===== src/rtl/axil_master_pkg.sv =====
// Shared definitions for the stream-driven AXI-Lite initiator: FSM states,
// header/status bit positions, AXI response codes and the status-word builder.
package axil_master_pkg;

  typedef enum logic [3:0] {
    IDLE,
    ADDR,
    WDATA,
    DRAIN,
    AW_W,
    B,
    AR,
    R,
    STATUS,
    RDATA
  } state_e;

  // Header / status word bit positions
  localparam int WR_BIT  = 31;
  localparam int TO_BIT  = 2;
  localparam int BAD_BIT = 3;

  // AXI response codes
  localparam logic [1:0] OKAY   = 2'b00;
  localparam logic [1:0] SLVERR = 2'b10;
  localparam logic [1:0] DECERR = 2'b11;

  // Assemble status word0: write echo, bad-command flag, timeout flag, response
  function automatic logic [31:0] status_word(input logic       wr,
                                              input logic       bad,
                                              input logic       to,
                                              input logic [1:0] resp);
    logic [31:0] w;
    w          = '0;
    w[WR_BIT]  = wr;
    w[BAD_BIT] = bad;
    w[TO_BIT]  = to;
    w[1:0]     = resp;
    return w;
  endfunction

endpackage


===== src/rtl/axil_timeout_cnt.sv =====
// Response watchdog: counts enabled cycles and flags expiry once the count
// reaches LIMIT-1. Held at zero whenever clr is high.
module axil_timeout_cnt #(
  parameter int LIMIT = 1024
) (
  input  logic clk_i,
  input  logic arstn_i,
  input  logic clr,
  input  logic en,
  output logic expire
);

  localparam int W = $clog2(LIMIT + 1);

  logic [W-1:0] cnt;

  // Cycle counter, cleared between bus transactions
  always_ff @(posedge clk_i or negedge arstn_i) begin
    if (!arstn_i) begin
      cnt <= '0;
    end else if (clr) begin
      cnt <= '0;
    end else if (en && !expire) begin
      cnt <= cnt + 1'b1;
    end
  end

  assign expire = en && (cnt == W'(LIMIT - 1));

endmodule


===== src/rtl/axis_axil_master.sv =====
// AXI-Stream command packets -> single AXI-Lite read/write -> status packet.
// Optional response watchdog enabled by defining AXIS_AXIL_MASTER_TIMEOUT_EN.
module axis_axil_master
  import axil_master_pkg::*;
#(
  parameter int AXIL_ADDR_WIDTH = 32,
  parameter int AXIL_DATA_WIDTH = 32,
  parameter int TIMEOUT_CYCLES  = 1024
) (
  input  logic                         clk_i,
  input  logic                         arstn_i,
  // Command stream
  input  logic [31:0]                  s_axis_tdata,
  input  logic                         s_axis_tvalid,
  output logic                         s_axis_tready,
  input  logic                         s_axis_tlast,
  // Status stream
  output logic [31:0]                  m_axis_tdata,
  output logic                         m_axis_tvalid,
  input  logic                         m_axis_tready,
  output logic                         m_axis_tlast,
  // AXI-Lite initiator
  output logic [AXIL_ADDR_WIDTH-1:0]   m_axil_awaddr,
  output logic [2:0]                   m_axil_awprot,
  output logic                         m_axil_awvalid,
  input  logic                         m_axil_awready,
  output logic [AXIL_DATA_WIDTH-1:0]   m_axil_wdata,
  output logic [AXIL_DATA_WIDTH/8-1:0] m_axil_wstrb,
  output logic                         m_axil_wvalid,
  input  logic                         m_axil_wready,
  input  logic [1:0]                   m_axil_bresp,
  input  logic                         m_axil_bvalid,
  output logic                         m_axil_bready,
  output logic [AXIL_ADDR_WIDTH-1:0]   m_axil_araddr,
  output logic [2:0]                   m_axil_arprot,
  output logic                         m_axil_arvalid,
  input  logic                         m_axil_arready,
  input  logic [AXIL_DATA_WIDTH-1:0]   m_axil_rdata,
  input  logic [1:0]                   m_axil_rresp,
  input  logic                         m_axil_rvalid,
  output logic                         m_axil_rready
);

  state_e                       state;
  logic                         is_wr;
  logic [AXIL_DATA_WIDTH/8-1:0] strb_q;
  logic [AXIL_ADDR_WIDTH-1:0]   addr_q;
  logic [AXIL_DATA_WIDTH-1:0]   wdata_q;
  logic [AXIL_DATA_WIDTH-1:0]   rdata_q;
  logic                         s_hs;
  logic                         bus_active;
  logic                         expire;

  assign s_hs       = s_axis_tvalid && s_axis_tready;
  assign bus_active = (state == AW_W) || (state == B) || (state == AR) || (state == R);

  // Address/data come straight from registers, so they stay stable under valid
  assign m_axil_awaddr = addr_q;
  assign m_axil_araddr = addr_q;
  assign m_axil_wdata  = wdata_q;
  assign m_axil_wstrb  = strb_q;
  assign m_axil_awprot = 3'b000;
  assign m_axil_arprot = 3'b000;

`ifdef AXIS_AXIL_MASTER_TIMEOUT_EN
  // Watchdog runs only while a bus transaction is in flight
  axil_timeout_cnt #(
    .LIMIT (TIMEOUT_CYCLES)
  ) u_timeout (
    .clk_i   (clk_i),
    .arstn_i (arstn_i),
    .clr     (!bus_active),
    .en      (bus_active),
    .expire  (expire)
  );
`else
  logic timeout_unused;
  assign expire         = 1'b0;
  assign timeout_unused = (TIMEOUT_CYCLES == 0);
`endif

  // Command/transaction FSM; every interface output is a register set on transitions
  always_ff @(posedge clk_i or negedge arstn_i) begin
    if (!arstn_i) begin
      state          <= IDLE;
      is_wr          <= 1'b0;
      strb_q         <= '0;
      addr_q         <= '0;
      wdata_q        <= '0;
      rdata_q        <= '0;
      s_axis_tready  <= 1'b0;
      m_axis_tdata   <= '0;
      m_axis_tvalid  <= 1'b0;
      m_axis_tlast   <= 1'b0;
      m_axil_awvalid <= 1'b0;
      m_axil_wvalid  <= 1'b0;
      m_axil_bready  <= 1'b0;
      m_axil_arvalid <= 1'b0;
      m_axil_rready  <= 1'b0;
    end else begin
      // NOTE: non-blocking assignments throughout so every branch sees the
      // pre-edge values of state and outputs, regardless of statement order.
      case (state)
        IDLE: begin
          s_axis_tready <= 1'b1;
          if (s_hs) begin
            is_wr   <= s_axis_tdata[WR_BIT];
            strb_q  <= s_axis_tdata[AXIL_DATA_WIDTH/8-1:0];
            rdata_q <= '0;
            state   <= ADDR;
          end
        end

        ADDR: begin
          if (s_hs) begin
            addr_q <= s_axis_tdata[AXIL_ADDR_WIDTH-1:0];
            if (is_wr && s_axis_tlast) begin
              s_axis_tready <= 1'b0;
              m_axis_tvalid <= 1'b1;
              m_axis_tdata  <= status_word(1'b1, 1'b1, 1'b0, OKAY);
              m_axis_tlast  <= 1'b1;
              state         <= STATUS;
            end else if (!is_wr && !s_axis_tlast) begin
              state <= DRAIN;
            end else if (is_wr) begin
              state <= WDATA;
            end else begin
              s_axis_tready  <= 1'b0;
              m_axil_arvalid <= 1'b1;
              state          <= AR;
            end
          end
        end

        WDATA: begin
          if (s_hs) begin
            wdata_q <= s_axis_tdata;
            if (!s_axis_tlast) begin
              state <= DRAIN;
            end else begin
              s_axis_tready  <= 1'b0;
              m_axil_awvalid <= 1'b1;
              m_axil_wvalid  <= 1'b1;
              state          <= AW_W;
            end
          end
        end

        DRAIN: begin
          if (s_hs && s_axis_tlast) begin
            s_axis_tready <= 1'b0;
            m_axis_tvalid <= 1'b1;
            m_axis_tdata  <= status_word(is_wr, 1'b1, 1'b0, OKAY);
            m_axis_tlast  <= is_wr;
            state         <= STATUS;
          end
        end

        AW_W: begin
          if (expire) begin
            m_axil_awvalid <= 1'b0;
            m_axil_wvalid  <= 1'b0;
            m_axis_tvalid  <= 1'b1;
            m_axis_tdata   <= status_word(1'b1, 1'b0, 1'b1, SLVERR);
            m_axis_tlast   <= 1'b1;
            state          <= STATUS;
          end else begin
            if (m_axil_awvalid && m_axil_awready) m_axil_awvalid <= 1'b0;
            if (m_axil_wvalid && m_axil_wready)   m_axil_wvalid  <= 1'b0;
            if ((!m_axil_awvalid || m_axil_awready) && (!m_axil_wvalid || m_axil_wready)) begin
              m_axil_bready <= 1'b1;
              state         <= B;
            end
          end
        end

        B: begin
          if (expire || m_axil_bvalid) begin
            m_axil_bready <= 1'b0;
            m_axis_tvalid <= 1'b1;
            m_axis_tdata  <= expire ? status_word(1'b1, 1'b0, 1'b1, SLVERR)
                                    : status_word(1'b1, 1'b0, 1'b0, m_axil_bresp);
            m_axis_tlast  <= 1'b1;
            state         <= STATUS;
          end
        end

        AR: begin
          if (expire) begin
            m_axil_arvalid <= 1'b0;
            m_axis_tvalid  <= 1'b1;
            m_axis_tdata   <= status_word(1'b0, 1'b0, 1'b1, SLVERR);
            m_axis_tlast   <= 1'b0;
            state          <= STATUS;
          end else if (m_axil_arready) begin
            m_axil_arvalid <= 1'b0;
            m_axil_rready  <= 1'b1;
            state          <= R;
          end
        end

        R: begin
          if (expire) begin
            m_axil_rready <= 1'b0;
            m_axis_tvalid <= 1'b1;
            m_axis_tdata  <= status_word(1'b0, 1'b0, 1'b1, SLVERR);
            m_axis_tlast  <= 1'b0;
            state         <= STATUS;
          end else if (m_axil_rvalid) begin
            m_axil_rready <= 1'b0;
            rdata_q       <= m_axil_rdata;
            m_axis_tvalid <= 1'b1;
            m_axis_tdata  <= status_word(1'b0, 1'b0, 1'b0, m_axil_rresp);
            m_axis_tlast  <= 1'b0;
            state         <= STATUS;
          end
        end

        STATUS: begin
          if (m_axis_tready) begin
            if (!is_wr) begin
              // rdata_q stays zero for bad commands and timeouts
              m_axis_tdata <= rdata_q;
              m_axis_tlast <= 1'b1;
              state        <= RDATA;
            end else begin
              m_axis_tvalid <= 1'b0;
              m_axis_tdata  <= '0;
              m_axis_tlast  <= 1'b0;
              s_axis_tready <= 1'b1;
              state         <= IDLE;
            end
          end
        end

        RDATA: begin
          if (m_axis_tready) begin
            m_axis_tvalid <= 1'b0;
            m_axis_tdata  <= '0;
            m_axis_tlast  <= 1'b0;
            s_axis_tready <= 1'b1;
            state         <= IDLE;
          end
        end

        default: state <= IDLE;
      endcase
    end
  end

endmodule


===== config.mk =====
export PLATFORM = sky130hd
export DESIGN_NAME = axis_axil_master
export DESIGN_NICKNAME = d
export VERILOG_FILES = /design/src/rtl/axil_master_pkg.sv /design/src/rtl/axil_timeout_cnt.sv /design/src/rtl/axis_axil_master.sv
export SDC_FILE = /design/constraint.sdc
export NUM_CORES = 1
export LEC_CHECK = 0
export CAP_MARGIN = 20
export CORE_MARGIN = 3
export CORE_UTILIZATION = 45
export DETAILED_ROUTE_END_ITERATION = 16
export PLACE_DENSITY = 0.81
export SLEW_MARGIN = 20
export SYNTH_ARGS = -nofsm -noshare
export SYNTH_HDL_FRONTEND = slang
export SYNTH_SLANG_ARGS = --single-unit

===== constraint.sdc =====
create_clock -name clk_i -period 2.14 [get_ports clk_i]
set_input_delay 0.535 -clock clk_i [delete_from_list [all_inputs] [get_ports clk_i]]
set_output_delay 0.535 -clock clk_i [all_outputs]
set_load 0.1 [all_outputs]

==> results.yml, run 1 <==
clock_network:
  clock-sinks: 145
  cts_setup_buffers: 0
  clk_pin_slew_ns: 0.06
  clock_latency_ns: 0.42
  cts_tree: "yes"
  ctsHoldBuffers: 0
  htreeDepth: 4
  root_buffer: "clkbuf_16"
  numCtsBuffers: 17
  cts_buffer_depth: 2
timing:
  fin_ws_ns: 0.0999
  max_freq_ghz: 0.490
  setup_viol: 0
  hold_viol_final: 0
  clock_skew_ns: 0.00832
  finalCritPeriodShare_pct: 95.3
  rsz0062_at_grt: "no"
  slew_viol_final: 0
  fin_crit_ns: 2.04
floorplanning:
  die_w_um: 123
  dieHeight_um: 123
  io_pins: 224
  rows: 42
  dieArea_um2: 15100
  core_area_um2: 13300
  initial_utilization_pct: 46.3
global_route:
  grt_pass1_vias: 4865
  grt_usage_pct: 21.8
  grt_pass1_wl_um: 25400
  grt_max_degree: 75
  overflow: 0
  antenna_found_initial: 0
worst_setup_path:
  critPathMaxFanout: 10
  critPathBufInv: 1
  max_stage_delay_ns: 0.50
  end_kind: "flop"
  crit_arrival_ns: 2.38
  cp_top_family: "simple AND/OR/NAND/NOR gates"
  path_cells: "or3b_1 > buf_4 > nor3_2 > nor3b_1 > or4_1 > nor2_1"
  cpMaxStageDelayCell: "or3b_1"
  cp_data_required_time_ns: 2.48
  worstSetupPathType: "flop to flop"
  r2r_setup_slack_ns: 0.1
  worst_setup_path_start_kind: "flop"
yosys:
  synth_edf_count: 0
  synth_area_per_cell_um2: 11.9
  syn-instance-count: 519
  synthArstFlopShare_pct: 100
  yosys_register_bits: 145
  ys_seq_area_share_pct: 58.9
  synth-main-ff-cell: "dfrtp_1"
  ys_warn_count: 0
  syn-cell-area_um2: 6160
  ys_types: 44
finish:
  layout-drive-gt1-share_pct: 38.7
  layout.nets: 800
  area_growth_pct: 40.7
  n_fill_cell: 1027
  antenna_cells: 0
placed_design:
  hpwl_um: 11600
  port-buffer-count: 217
  gp_congestion: 0.891
  dp_slack_ns: -0.228
hold_path:
  hp-class: "input port to async pin"
flow_run:
  maxCapViolations: 0
detailed_routing:
  drc: 0
  vias: 4708
  ant_nets: 0
  wl_per_cell_um: 17.8
  dr.pass1.iters: 4
  drt_wl_total_um: 16200
  viasPerCell: 5.18
  drt_iter0_markers: 240
run_status:
  outcome: "complete, no violations"
==> worst reg2reg max path: cells and delay by family, from the launching register on <==
kind,cells,cell delay (ns)
buffers and inverters,1,0.19
AND/OR/NAND/NOR,5,1.29
flip-flops,1,0.48
==> layer usage <==
layer	vias up	routed length [um]	track usage (%)
met5	-	0	0
met4	0	454	9.13
met3	32	867	5.58
met2	155	8570	38.1
met1	2347	6310	25.5
li1	2174	-	-
==> Yosys cell counts (all sizes together) (2+ instances only) <==
library cell	n	share of area [%]
dfrtp	145	59
nand2	75	4.6
mux2	73	13
buf	58	6.7
o21ai	47	3.8
a22o	27	3.8
clkbuf	14	0.85
nor2	14	0.85
a21oi	9	0.73
nand2b	5	0.51
a31oi	4	0.41
and3	4	0.41
inv	4	0.24
nor3	4	0.33
nor2b	3	0.30
a211o	2	0.28
a211oi	2	0.24
a21o	2	0.24
a32oi	2	0.28
and2	2	0.20
nand4	2	0.20
nor3b	2	0.24
==> cells by family (layout without fill, tap and decap cells) <==
| family | after synthesis | after routing | synth area share [%] |
|---|---|---|---|
| other cells | 1 | 6 | 0.0609 |
| simple gates | 118 | 118 | 8.43 |
| mux | 73 | 73 | 13.3 |
| flops | 145 | 145 | 58.9 |
| buf+inv | 76 | 285 | 7.80 |
| compound gates | 106 | 106 | 11.4 |
==> state kept, by name (all words and copies together) (netlist names), 4 cells and up <==
| signal | count |
|---|---|
| m_axil_araddr | 32 |
| m_axil_wdata | 32 |
| m_axil_wstrb | 4 |
| m_axis_tdata | 32 |
| rdata_q | 32 |
| state | 4 |
==> path summary, 6_finish.rpt <==
| check | depth (start not counted) | end | startpoint |
|---|---|---|---|
| setup / recovery | 6 | state[3]$_DFFE_PN0P_ | state[2]$_DFFE_PN0P_ |
| hold / removal | 2 | m_axis_tdata[19]$_DFFE_PN0P_ | arstn_i |
| setup reg to reg | 6 | state[3]$_DFFE_PN0P_ | state[2]$_DFFE_PN0P_ |
| hold reg to reg | 2 | m_axis_tdata[26]$_DFFE_PN0P_ | m_axis_tdata[26]$_DFFE_PN0P_ |
| max in group asynchronous | 2 | s_axis_tready$_DFFE_PN0P_ | arstn_i |
| min in group clk_i | 2 | m_axis_tdata[26]$_DFFE_PN0P_ | m_axis_tdata[26]$_DFFE_PN0P_ |
==> layout by cell type (no fill, tap or decap), drive strengths merged, types with 2 or more instances in the layout <==
cell	instances
a211o	2
o21ai	47
nor3b	2
a211oi	2
a21oi	9
inv	4
a31oi	4
a32oi	2
clkdlybuf4s50	76
nand2b	5
a21o	2
dfrtp	145
clkinvlp	3
clkinv	6
nor2b	3
buf	175
nand4	2
nand2	75
and3	4
nor2	14
conb	6
and2	2
a22o	27
clkbuf	20
mux2	73
nor3	4
==> layout make-up <==
type                            instances  area (um^2)  share of cell area, %
Timing Repair Buffer                  251         2170                   25.0
Clock buffer                           20          447                   5.16
Clock inverter                         10         90.1                   1.04
Sequential cell                       145         3630                   41.9
Tap cell                              176          220                   2.54
Inverter                                4         15.0                  0.173
Multi-Input combinational cell        303         2090                   24.1
==> stage by stage <==
step                      util (%)  instances  instance area, um^2  TNS, ns  hold WS, ns
final                         65.2        909                 8660        0        0.105
after global routing          65.2        909                 8660        0        0.134
after CTS                     65.0        909                 8650        0        0.120
after detailed placement      61.0        879                 8110   -10.49        0.472
after global placement        61.0        879                 8110    -8.65        0.462
after floorplan                  -        524                 6180        0        0.239
==> what timing repair did <==
action / CTS / global route
gates resized for setup: 1 / 4
setup endpoints to repair: 2 / 22
endpoints found under the hold margin: 0 / 0
cloned: 0 / 0
Power of run 1 is not shown: default switching activity piles up to over one toggle a cycle in this logic, so the estimate is an artifact.
==> run 2: changes to the inputs <==
- CORE_ASPECT_RATIO: default -> 0.75
==> run 2 against run 1 <==
  * Non-clock buffer count rose by 4
  * Global-route usage fell by 0.66 points
  * Core utilization rose by 1.2 points
  * Clock skew fell by 0.00064 ns
  * Clock-buffer cell count fell by 1
  * Largest cell class unchanged
==> results.yml, run 2 (same netlist as run 1, synthesis figures left out) <==
timing:
  finalCritPeriodShare_pct: 94.8
  worst_pin_slew_ns: 0.555
  fin_ws_ns: 0.112
  relSlewSlack_pct: 63.0
  hold_viol_final: 0
  max_freq_ghz: 0.493
  fin_crit_ns: 2.03
  rsz0062_at_grt: "no"
  clock_skew_ns: 0.00768
  setup_viol: 0
  slew_viol_final: 0
  hold_ws_ns: 0.0812
detailed_routing:
  drt_wl_total_um: 15600
  dr.pass1.iters: 4
  viasPerCell: 5.14
  wl_per_cell_um: 17.2
  vias: 4670
  drc: 0
  ant_nets: 0
  drt_iter0_markers: 240
global_route:
  grt_pass1_wl_um: 24900
  grt_usage_pct: 21.1
  overflow: 0
  grt_pass1_vias: 4735
  antenna_found_initial: 0
  grt_max_degree: 66
worst_setup_path:
  worst_setup_path_start_kind: "input port"
  cp_top_family: "compound AO/OA/AOI/OAI gates"
  startpoint: "s_axis_tlast"
  worstSetupPathType: "input port to flop"
  critPathBufInv: 2
  crit_arrival_ns: 2.32
  r2r-start: "state[2]$_DFFE_PN0P_"
  critPathMaxFanout: 65
  path_cells: "clkdlybuf4s50_1 > nand2_1 > a21o_1 > a2111o_2 > buf_12 > nand2_1 > o21ai_0"
  r2r_setup_slack_ns: 0.14
  end_kind: "flop"
  cpMaxStageDelayCell: "clkdlybuf4s50_1"
  max_stage_delay_ns: 0.55
  path_common_cell: "nand2_1"
  cp_data_required_time_ns: 2.43
floorplanning:
  dieArea_um2: 15100
  core_area_um2: 13200
  io_pins: 224
  die_w_um: 141
  rows: 36
  dieHeight_um: 107
  initial_utilization_pct: 46.7
placed_design:
  post_dp_cell_area_um2: 8120
  hpwl_um: 11500
  dp_slack_ns: -0.271
  gp_congestion: 0.850
  port-buffer-count: 217
hold_path:
  hp-class: "input port to async pin"
finish:
  layout_common_cells: "buf_4 (171), dfrtp_1 (144), clkdlybuf4s50_1 (76), nand2_1 (75), mux2_2 (73)"
  final_common_cell: "buf_4"
  layout.nets: 804
  final_area_um2: 8760
  antenna_cells: 0
  area_growth_pct: 42.2
  layout-drive-gt1-share_pct: 39.2
run_status:
  outcome: "complete, no violations"
clock_network:
  numCtsBuffers: 17
  clock-sinks: 145
  root_buffer: "clkbuf_16"
  htreeDepth: 4
  clk_pin_slew_ns: 0.06
  cts_tree: "yes"
  clock_latency_ns: 0.42
  ctsHoldBuffers: 0
  cts_buffer_depth: 2
flow_run:
  maxCapViolations: 0
[run 2: cell count changes in the layout (fill, tap and decap cells not counted), moves of 2 or more]
cell	delta
bufinv_16	+3
buf_4	+5
clkbuf_1	-2
inv_6	+2
clkinvlp_4	-2
clkinv_2	-2
[run 2: layout make-up]
type | count | area [um^2]
sequential | 145 | 3630
inverter | 4 | 15.0
clock inverter | 12 | 181
multi-input combinational | 303 | 2080
clock buffer | 19 | 453
fill | 999 | 4440
tap | 171 | 214
timing repair buffer | 255 | 2190
[run 2: worst paths after layout]
path,endpoint,cells past startpoint
setup / recovery,m_axis_tdata[4]$_DFFE_PN0P_,7
hold / removal,rdata_q[12]$_DFFE_PN0P_,1
setup reg to reg,m_axis_tdata[4]$_DFFE_PN0P_,7
hold reg to reg,m_axis_tdata[31]$_DFFE_PN0P_,1
max in group asynchronous,m_axil_araddr[18]$_DFFE_PN0P_,2
min in group clk_i,m_axis_tdata[31]$_DFFE_PN0P_,1
[run 2: metrics by stage]
stage	std cells	TNS, ns	util, %
floorplan	524	0	-
global placement	878	-12.40	61.5
detailed placement	878	-14.65	61.5
CTS	909	0	66.3
global route	909	0	66.4
finish	909	0	66.4
[run 2: what timing repair did]
| item | CTS | global route |
|---|---|---|
| gates resized for setup | 0 | 2 |
| endpoints found under the setup margin | 0 | 17 |
| buffers inserted | 0 | 0 |
[run 2: per-layer routing]
layer | part of all wire, % | up-vias | global-route usage [%]
li1 | - | 2198 | -
met2 | 50 | 130 | 34.8
met5 | 0 | - | 0
met4 | 2.2 | 0 | 8.16
met3 | 4.4 | 26 | 4.84
met1 | 43 | 2316 | 27.3
Power of run 2 is left out for the same reason.
==> run 3: changes to the inputs <==
- CELL_PAD_IN_SITES_DETAIL_PLACEMENT: default -> 0
- CELL_PAD_IN_SITES_GLOBAL_PLACEMENT: default -> 1
- CORE_UTILIZATION: 45 -> 48
- DONT_BUFFER_PORTS: default -> 1
- PLACE_DENSITY: 0.81 -> default
- PLACE_DENSITY_LB_ADDON: default -> 0.1
==> run 3 against run 2 <==
  * The run now ends with negative hold slack left
  * Cell area down 15%
  * Maximum frequency down 1.2%
  * Register-to-register slack worse by 0.05 ns
  * Highest routed layer unchanged
  * Clock skew up 0.00080 ns
  * Sequential cell count unchanged
  * Critical path depth down 3
  * Critical endpoint is now state[1]$_DFFE_PN0P_
  * First-iteration DRC count up 2.9%
  * Worst setup slack worse by 0.024 ns
  * Routed wire length down 11%
  * Die area down 5.9%
  * Via count down 16%
==> results.yml, run 3 (same netlist as run 1, synthesis figures left out) <==
clock_network:
  htreeDepth: 4
  clk_pin_slew_ns: 0.06
  clock-sinks: 145
  numCtsBuffers: 17
  cts_setup_buffers: 0
  cts_buffer_depth: 2
  clock_latency_ns: 0.41
  root_buffer: "clkbuf_16"
  cts_tree: "yes"
detailed_routing:
  vias: 3916
  viasPerCell: 5.29
  drc: 0
  wl_per_cell_um: 18.8
  dr.pass1.iters: 4
  drt_wl_total_um: 13900
  drt_iter0_markers: 247
  ant_nets: 0
hold_path:
  hp-class: "input port to async pin"
timing:
  timing.setup.tns_ns: 0
  rsz0062_at_grt: "yes"
  hold_ws_ns: -0.185
  setup_viol: 0
  max_freq_ghz: 0.487
  finalCritPeriodShare_pct: 95.9
  hold_viol_final: 145
  fin_crit_ns: 2.05
  clock_skew_ns: 0.00848
  worst_pin_slew_ns: 0.935
  relSlewSlack_pct: 37.7
  slew_viol_final: 0
global_route:
  grt_pass1_wl_um: 22300
  antenna_found_initial: 0
  grt_pass1_vias: 4010
  overflow: 0
  grt_max_degree: 146
  grt_usage_pct: 20.1
flow_run:
  maxCapViolations: 0
finish:
  final_common_cell: "dfrtp_1"
  final_cells: 740
  final_area_um2: 7430
  antenna_cells: 0
  layout-drive-gt1-share_pct: 40.6
  n_fill_cell: 1031
  layout_common_cells: "dfrtp_1 (111), buf_4 (76), nand2_1 (75), mux2_2 (73), o21ai_0 (35)"
  area_growth_pct: 20.6
  layout.nets: 639
floorplanning:
  dieHeight_um: 104
  initial_utilization_pct: 49.7
  io_pins: 224
  dieArea_um2: 14200
  core_area_um2: 12400
  rows: 35
  die_w_um: 137
placed_design:
  hpwl_um: 9760
  placed_cells: 708
  post_dp_cell_area_um2: 6820
  port-buffer-count: 0
  gp_congestion: 0.901
worst_setup_path:
  end_kind: "flop"
  critPathMaxFanout: 10
  crit_arrival_ns: 2.35
  worst_setup_path_start_kind: "flop"
  worstSetupPathType: "flop to flop"
  cp_data_required_time_ns: 2.44
run_status:
  violations: "negative hold slack"
  outcome: "complete, but fails checks"
==> run 3: path summary, 6_finish.rpt <==
path | from | end | slack (ns) | cells past startpoint
max | state[1]$_DFFE_PN0P_ | state[1]$_DFFE_PN0P_ | 0.09 | 4
min | arstn_i | m_axis_tdata[16]$_DFFE_PN0P_ | -0.19 | 0
max reg2reg | state[1]$_DFFE_PN0P_ | state[1]$_DFFE_PN0P_ | 0.09 | 4
min reg2reg | rdata_q[9]$_DFFE_PN0P_ | rdata_q[9]$_DFFE_PN0P_ | 0.48 | 2
max in group asynchronous | arstn_i | s_axis_tready$_DFFE_PN0P_ | 2.13 | 0
min in group clk_i | m_axil_arready | m_axil_arvalid$_DFFE_PN0P_ | 0.22 | 1
==> run 3: layout make-up <==
cell class	count	area (um^2)	area share, %
clock buffers	19	453	6.10
clock inverters	13	151	2.04
inverters	4	15.0	0.202
multi-input cells	303	2080	28.0
flip-flops and latches	145	3670	49.4
well taps	166	208	2.80
repair buffers	90	851	11.5
==> run 3: critical path, stage by stage (launching register included) <==
cell and delay (ns):
dfrtp_1 0.49, buf_4 0.22, o2111a_1 0.30, nor4_1 0.53, mux2_2 0.40
==> run 3: metrics by stage <==
stage	setup slack, ns	hold WS, ns	util [%]
floorplan	0.0289	0.239	-
finish	0.0884	-0.185	59.9
detailed placement	0.116	0.243	55.0
global placement	0.105	0.242	55.0
global route	-0.00918	-0.217	59.9
CTS	0.105	-0.206	59.9
==> run 3: routing by layer <==
metal	GRT usage, %	wire length [um]	vias up
li1	-	-	1852
met1	26.6	6060	1897
met2	31.5	6570	152
met3	6.67	1110	15
met4	6.41	173	0
met5	0	0	-
==> run 3: repair_timing <==
item                       CTS  global route
hold endpoints to repair   145           145
setup endpoints to repair    0             2
resized for setup            0             1
Power of run 3 is left out for the same reason.
